[config.mk]
export PLATFORM = sky130hd
export DESIGN_NAME = sap_cpu_core
export DESIGN_NICKNAME = d
export VERILOG_FILES = /design/src/rtl/sap_cpu_core.sv
export SDC_FILE = /design/constraint.sdc
export NUM_CORES = 1
export LEC_CHECK = 0
export ABC_AREA = 0
export CAP_MARGIN = 20
export CORE_MARGIN = 3
export CORE_UTILIZATION = 50
export DETAILED_ROUTE_END_ITERATION = 10
export GPL_TIMING_DRIVEN = 0
export MAX_ROUTING_LAYER = met4
export PLACE_DENSITY = 0.72
export SLEW_MARGIN = 15
export SYNTH_ARGS = -nofsm -noshare
export SYNTH_HDL_FRONTEND = slang
export SYNTH_SLANG_ARGS = --single-unit
[constraint.sdc]
create_clock -name clk -period 2.3 [get_ports clk]
set_input_delay 0.46 -clock clk [delete_from_list [all_inputs] [get_ports clk]]
set_output_delay 0.46 -clock clk [all_outputs]
set_load 0.03 [all_outputs]
[src/rtl/sap_cpu_core.sv]
// SAP-style CPU core: internal program RAM, variable-length micro-steps, OUT valid/ready handshake.
// Define SAP_CPU_LOGIC_EN to turn opcodes 9/A into AND/OR; otherwise they execute as NOPs.
module sap_cpu_core #(
    parameter int DATA_W = 8,
    parameter int ADDR_W = 4
) (
    input  logic              clk,
    input  logic              clr_n,
    input  logic              run,
    input  logic              prog_we,
    input  logic [ADDR_W-1:0] prog_addr,
    input  logic [DATA_W-1:0] prog_data,
    output logic [DATA_W-1:0] out_data,
    output logic              out_valid,
    input  logic              out_ready,
    output logic              halted,
    output logic [ADDR_W-1:0] pc,
    output logic              cf,
    output logic              zf
);

    localparam int OP_W = DATA_W - 4;

    localparam logic [2:0] T0 = 3'd0;
    localparam logic [2:0] T1 = 3'd1;
    localparam logic [2:0] T2 = 3'd2;
    localparam logic [2:0] T3 = 3'd3;
    localparam logic [2:0] T4 = 3'd4;

    localparam logic [3:0] OP_LDA = 4'h1;
    localparam logic [3:0] OP_ADD = 4'h2;
    localparam logic [3:0] OP_SUB = 4'h3;
    localparam logic [3:0] OP_STA = 4'h4;
    localparam logic [3:0] OP_LDI = 4'h5;
    localparam logic [3:0] OP_JMP = 4'h6;
    localparam logic [3:0] OP_JC  = 4'h7;
    localparam logic [3:0] OP_JZ  = 4'h8;
    localparam logic [3:0] OP_AND = 4'h9;
    localparam logic [3:0] OP_OR  = 4'hA;
    localparam logic [3:0] OP_OUT = 4'hE;
    localparam logic [3:0] OP_HLT = 4'hF;

    logic [DATA_W-1:0] mem [2**ADDR_W];

    logic [ADDR_W-1:0] pc_q, pc_d, mar_q, mar_d;
    logic [DATA_W-1:0] a_q, a_d, b_q, b_d, ir_q, ir_d;
    logic [DATA_W-1:0] out_data_q, out_data_d;
    logic [2:0]        step_q, step_d;
    logic              out_valid_q, out_valid_d;
    logic              halted_q, halted_d;
    logic              cf_q, cf_d, zf_q, zf_d;
    logic              sta_we;

    logic [DATA_W-1:0] ram_rdata;
    logic [3:0]        opcode;
    logic [OP_W-1:0]   operand;
    logic [ADDR_W-1:0] op_addr;
    logic [DATA_W:0]   alu_add, alu_sub;

    assign ram_rdata = mem[mar_q];
    assign opcode    = ir_q[DATA_W-1 -: 4];
    assign operand   = ir_q[OP_W-1:0];
    assign op_addr   = operand[ADDR_W-1:0];

    // SUB uses two's-complement add so the carry-out is the no-borrow flag.
    assign alu_add = {1'b0, a_q} + {1'b0, b_q};
    assign alu_sub = {1'b0, a_q} + {1'b0, ~b_q} + (DATA_W+1)'(1);

    // NOTE: every output of this block is given its hold value first, so no path can infer a latch.
    always_comb begin
        pc_d        = pc_q;
        mar_d       = mar_q;
        a_d         = a_q;
        b_d         = b_q;
        ir_d        = ir_q;
        step_d      = step_q;
        out_data_d  = out_data_q;
        out_valid_d = out_valid_q;
        halted_d    = halted_q;
        cf_d        = cf_q;
        zf_d        = zf_q;
        sta_we      = 1'b0;

        if (run) begin
            case (step_q)
                T0: begin
                    mar_d  = pc_q;
                    step_d = T1;
                end
                T1: begin
                    ir_d   = ram_rdata;
                    pc_d   = pc_q + ADDR_W'(1);
                    step_d = T2;
                end
                T2: begin
                    step_d = T0;
                    case (opcode)
                        OP_LDA, OP_ADD, OP_SUB, OP_STA: begin
                            mar_d  = op_addr;
                            step_d = T3;
                        end
`ifdef SAP_CPU_LOGIC_EN
                        OP_AND, OP_OR: begin
                            mar_d  = op_addr;
                            step_d = T3;
                        end
`endif
                        OP_LDI: a_d = DATA_W'(operand);
                        OP_JMP: pc_d = op_addr;
                        OP_JC:  if (cf_q) pc_d = op_addr;
                        OP_JZ:  if (zf_q) pc_d = op_addr;
                        OP_OUT: begin
                            out_data_d  = a_q;
                            out_valid_d = 1'b1;
                            step_d      = T3;
                        end
                        OP_HLT: begin
                            halted_d = 1'b1;
                            step_d   = T2;
                        end
                        default: ;
                    endcase
                end
                T3: begin
                    step_d = T0;
                    case (opcode)
                        OP_LDA: a_d = ram_rdata;
                        OP_ADD, OP_SUB: begin
                            b_d    = ram_rdata;
                            step_d = T4;
                        end
`ifdef SAP_CPU_LOGIC_EN
                        OP_AND, OP_OR: begin
                            b_d    = ram_rdata;
                            step_d = T4;
                        end
`endif
                        OP_STA: sta_we = 1'b1;
                        OP_OUT: begin
                            if (out_valid_q && out_ready) out_valid_d = 1'b0;
                            else                          step_d      = T3;
                        end
                        default: ;
                    endcase
                end
                T4: begin
                    step_d = T0;
                    case (opcode)
                        OP_ADD: begin
                            {cf_d, a_d} = alu_add;
                            zf_d        = (alu_add[DATA_W-1:0] == '0);
                        end
                        OP_SUB: begin
                            {cf_d, a_d} = alu_sub;
                            zf_d        = (alu_sub[DATA_W-1:0] == '0);
                        end
`ifdef SAP_CPU_LOGIC_EN
                        OP_AND: begin
                            a_d  = a_q & b_q;
                            cf_d = 1'b0;
                            zf_d = ((a_q & b_q) == '0);
                        end
                        OP_OR: begin
                            a_d  = a_q | b_q;
                            cf_d = 1'b0;
                            zf_d = ((a_q | b_q) == '0);
                        end
`endif
                        default: ;
                    endcase
                end
                default: step_d = T0;
            endcase
        end
    end

    // NOTE: state flops use non-blocking assignments so every flop samples pre-edge values.
    always_ff @(posedge clk) begin
        if (!clr_n) begin
            pc_q        <= '0;
            mar_q       <= '0;
            a_q         <= '0;
            b_q         <= '0;
            ir_q        <= '0;
            step_q      <= T0;
            out_data_q  <= '0;
            out_valid_q <= 1'b0;
            halted_q    <= 1'b0;
            cf_q        <= 1'b0;
            zf_q        <= 1'b0;
        end else begin
            pc_q        <= pc_d;
            mar_q       <= mar_d;
            a_q         <= a_d;
            b_q         <= b_d;
            ir_q        <= ir_d;
            step_q      <= step_d;
            out_data_q  <= out_data_d;
            out_valid_q <= out_valid_d;
            halted_q    <= halted_d;
            cf_q        <= cf_d;
            zf_q        <= zf_d;
        end
    end

    // NOTE: the RAM has no reset so the program survives clr_n; reset only blocks writes.
    always_ff @(posedge clk) begin
        if (clr_n) begin
            if (sta_we)               mem[mar_q]     <= a_q;
            else if (prog_we && !run) mem[prog_addr] <= prog_data;
        end
    end

    assign out_data  = out_data_q;
    assign out_valid = out_valid_q;
    assign halted    = halted_q;
    assign pc        = pc_q;
    assign cf        = cf_q;
    assign zf        = zf_q;

endmodule

==> impl_metrics.json <==
{
  "status": "completed",
  "nets": 742,
  "syn_area_um2": 8380,
  "yosys-top-cells-area": "edfxtp_1 46%, dfxtp_1 12%, mux4_2 7.0%",
  "rsz0062_at_grt": "true",
  "synth_common_cells": "128 x edfxtp_1, 70 x nor2_1, 51 x dfxtp_1, 49 x nand2_1, 29 x a21oi_1",
  "fp.dieW_um": 135,
  "drtIter0Drc": 517,
  "critPathMaxStageDelay_ns": 0.59,
  "syn_to_final_growth_pct": 24.0,
  "placed_cell_area_um2": 8950,
  "die_area_um2": 18300,
  "grt_max_degree": 20,
  "crit_path_end_kind": "flop",
  "final_util": 0.645,
  "start_util": 0.520,
  "yosys.area.top_type": "edfxtp_1",
  "clkSinkCount": 179,
  "cap_violations": 0,
  "wirelength_um": 20700,
  "fin_skew_ns": 0.0135,
  "drive_above_1_share": 0.256,
  "p_comb_frac": 0.076,
  "dp_hpwl_um": 13400,
  "crit_arrival_ns": 2.59,
  "final.min_clock_period_ns": 2.28,
  "p_sw_mw": 1.71,
  "syn_nets": 669,
  "finalSetupViolCount": 0,
  "cts_made_buffers": 17,
  "place_ws_ns": -0.957,
  "cts_tree": "done",
  "ys_warn_count": 0,
  "wl_per_cell_um": 22.1,
  "clockBufferDepth": 2,
  "num_io_pins": 33,
  "dp.cells": 878,
  "htreeDepth": 4,
  "slowest_stage": "mux4_2",
  "stdcell_area_um2": 10400,
  "tns_ns": 0,
  "grt_pass1_vias": 5561,
  "ant_nets": 0,
  "hold_viol_final": 0,
  "clk_pin_slew_ns": 0.08,
  "insertion_delay_ns": 0.43,
  "grt.total_usage": 0.233,
  "tightest_slew_ns": 0.876,
  "final-seq-area_um2": 4880,
  "synth-seq-cells": 179,
  "coreArea_um2": 16100,
  "yosysUniqueCellTypes": 68,
  "p_per_area_nw_per_um2": 661,
  "p_leak_nw": 3.59,
  "cp_max_fo": 7,
  "io_buffers": 30,
  "antenna_found_initial": 0,
  "synth_edf_count": 128,
  "maxSlewViolCount": 0,
  "vdd_drop_max_mv": 0.569,
  "internal-power_mw": 5.16,
  "critical_path.cell_chain": "buf_6 > buf_12 > buf_12 > mux4_2 > mux4_2 > a32oi_1 > o21ai_1",
  "die_h_um": 135,
  "max_slew_margin": 0.416,
  "pwr-share-clk": 0.416,
  "timing.final.crit_share": 0.991,
  "max_freq_mhz": 439,
  "layout.cells.non_filler": 934,
  "critPathLaunchType": "flop",
  "grt_pass1_wl_um": 31000,
  "multi_input_area_um2": 3580,
  "viasPerCell": 5.96,
  "netlist_instances": 632,
  "setup_slack_ns": 0.0202,
  "synthFlopType": "edfxtp_1",
  "switching_share": 0.249,
  "rows": 46,
  "ys_seq_area_frac": 0.581,
  "yosysTopAreaCellShare": 0.459,
  "seq_power_share": 0.508,
  "async_flop_share": 0,
  "cp_data_required_time_ns": 2.61,
  "antennaDiodeCount": 0,
  "cts_root_buf": "clkbuf_16",
  "hold_ws_ns": 0.390,
  "yosysMostFrequentCell": "edfxtp_1",
  "firstDrtPassIters": 5,
  "p_total_mw": 6.87,
  "overflow": 0,
  "drc": 0,
  "final.fill_count": 1169,
  "worstSetupPathType": "reg2reg",
  "cts_hold_buf": 0,
  "gp_congestion": 0.895,
  "via_count": 5568,
  "holdCritPathClass": "in2reg",
  "avgSynthCellArea_um2": 13.3
}
-- final cells by class --
type	count	area share
sequential	179	0.470
timing repair buffer	60	0.0713
buffer	29	0.0235
inverter	24	0.00867
clock buffer	17	0.0409
clock inverter	15	0.0153
tap	216	0.0260
multi-input combinational	394	0.345
-- cell usage in the layout, fill, tap and decap left out, types with 20 or more instances in the layout --
cell type	Yosys	routed
inv_1	23	21
clkbuf_16	0	20
nor2_1	70	50
a21oi_1	29	27
nand2_1	49	49
dfxtp_1	51	41
clkdlybuf4s50_1	0	30
mux4_2	26	27
mux2i_1	27	26
edfxtp_1	128	128
-- repair_timing --
action | CTS | global route
gates cloned | 0 | 3
gates resized for setup | 66 | 44
endpoints found under the setup margin | 141 | 227
pin swaps | 13 | 16
endpoints found under the hold margin | 0 | 0
buffers inserted | 14 | 12
-- critical path: cells and delay by family, from the launching register on --
family	cells	cell delay, ns
buffers and inverters	3	0.42
AOI/OAI and AO/OA	2	0.29
muxes	2	1.11
DFF	1	0.33
-- state kept, by name, summed over array words and instances (netlist names), named ones only --
signal,flops
out_valid,1
ir_q,8
out_data,8
zf,1
halted,1
cf,1
b_q,8
step_q,3
pc,4
mar_q,4
mem,128
a_q,8
-- power groups by stage --
stage / clock network [mW] / logic, mW / registers [mW]
after floorplan: 0 / 0.303 / 3.55
after global placement: 0 / 0.424 / 3.55
after detailed placement: 0 / 0.436 / 3.56
after CTS: 2.88 / 0.479 / 3.48
after global routing: 3.04 / 0.555 / 3.50
final: 2.86 / 0.522 / 3.49
-- layer usage --
| layer | vias up | GRT usage | wire [um] | share of wire |
|---|---|---|---|---|
| li1 | 2539 | - | - | - |
| met1 | 2842 | 0.287 | 8500 | 0.41 |
| met2 | 160 | 0.390 | 10900 | 0.53 |
| met3 | 27 | 0.0509 | 922 | 0.045 |
| met4 | 0 | 0.0705 | 359 | 0.017 |
| met5 | - | - | 0 | 0 |
-- cells by family (layout without fill, tap and decap cells) --
group | after synthesis | after routing | synth area share
DFF | 179 | 179 | 0.581
xor gates and xnor gates | 10 | 10 | 0.0105
muxes | 68 | 68 | 0.146
and+or+nand+nor | 196 | 196 | 0.113
AOI/OAI and AO/OA | 100 | 100 | 0.0780
buffers and inverters | 59 | 145 | 0.0406
adders and majority gates | 20 | 20 | 0.0317
-- worst paths after layout --
path	startpoint	end	slack [ns]	cells after the start
setup reg to reg	flop	a_q[6]	0.02	7
hold / removal	clr_n	a_q[5]	0.39	3
setup / recovery	flop	a_q[6]	0.02	7
hold reg to reg	halted	halted	0.47	2
Power figures use the tool's default switching activity.
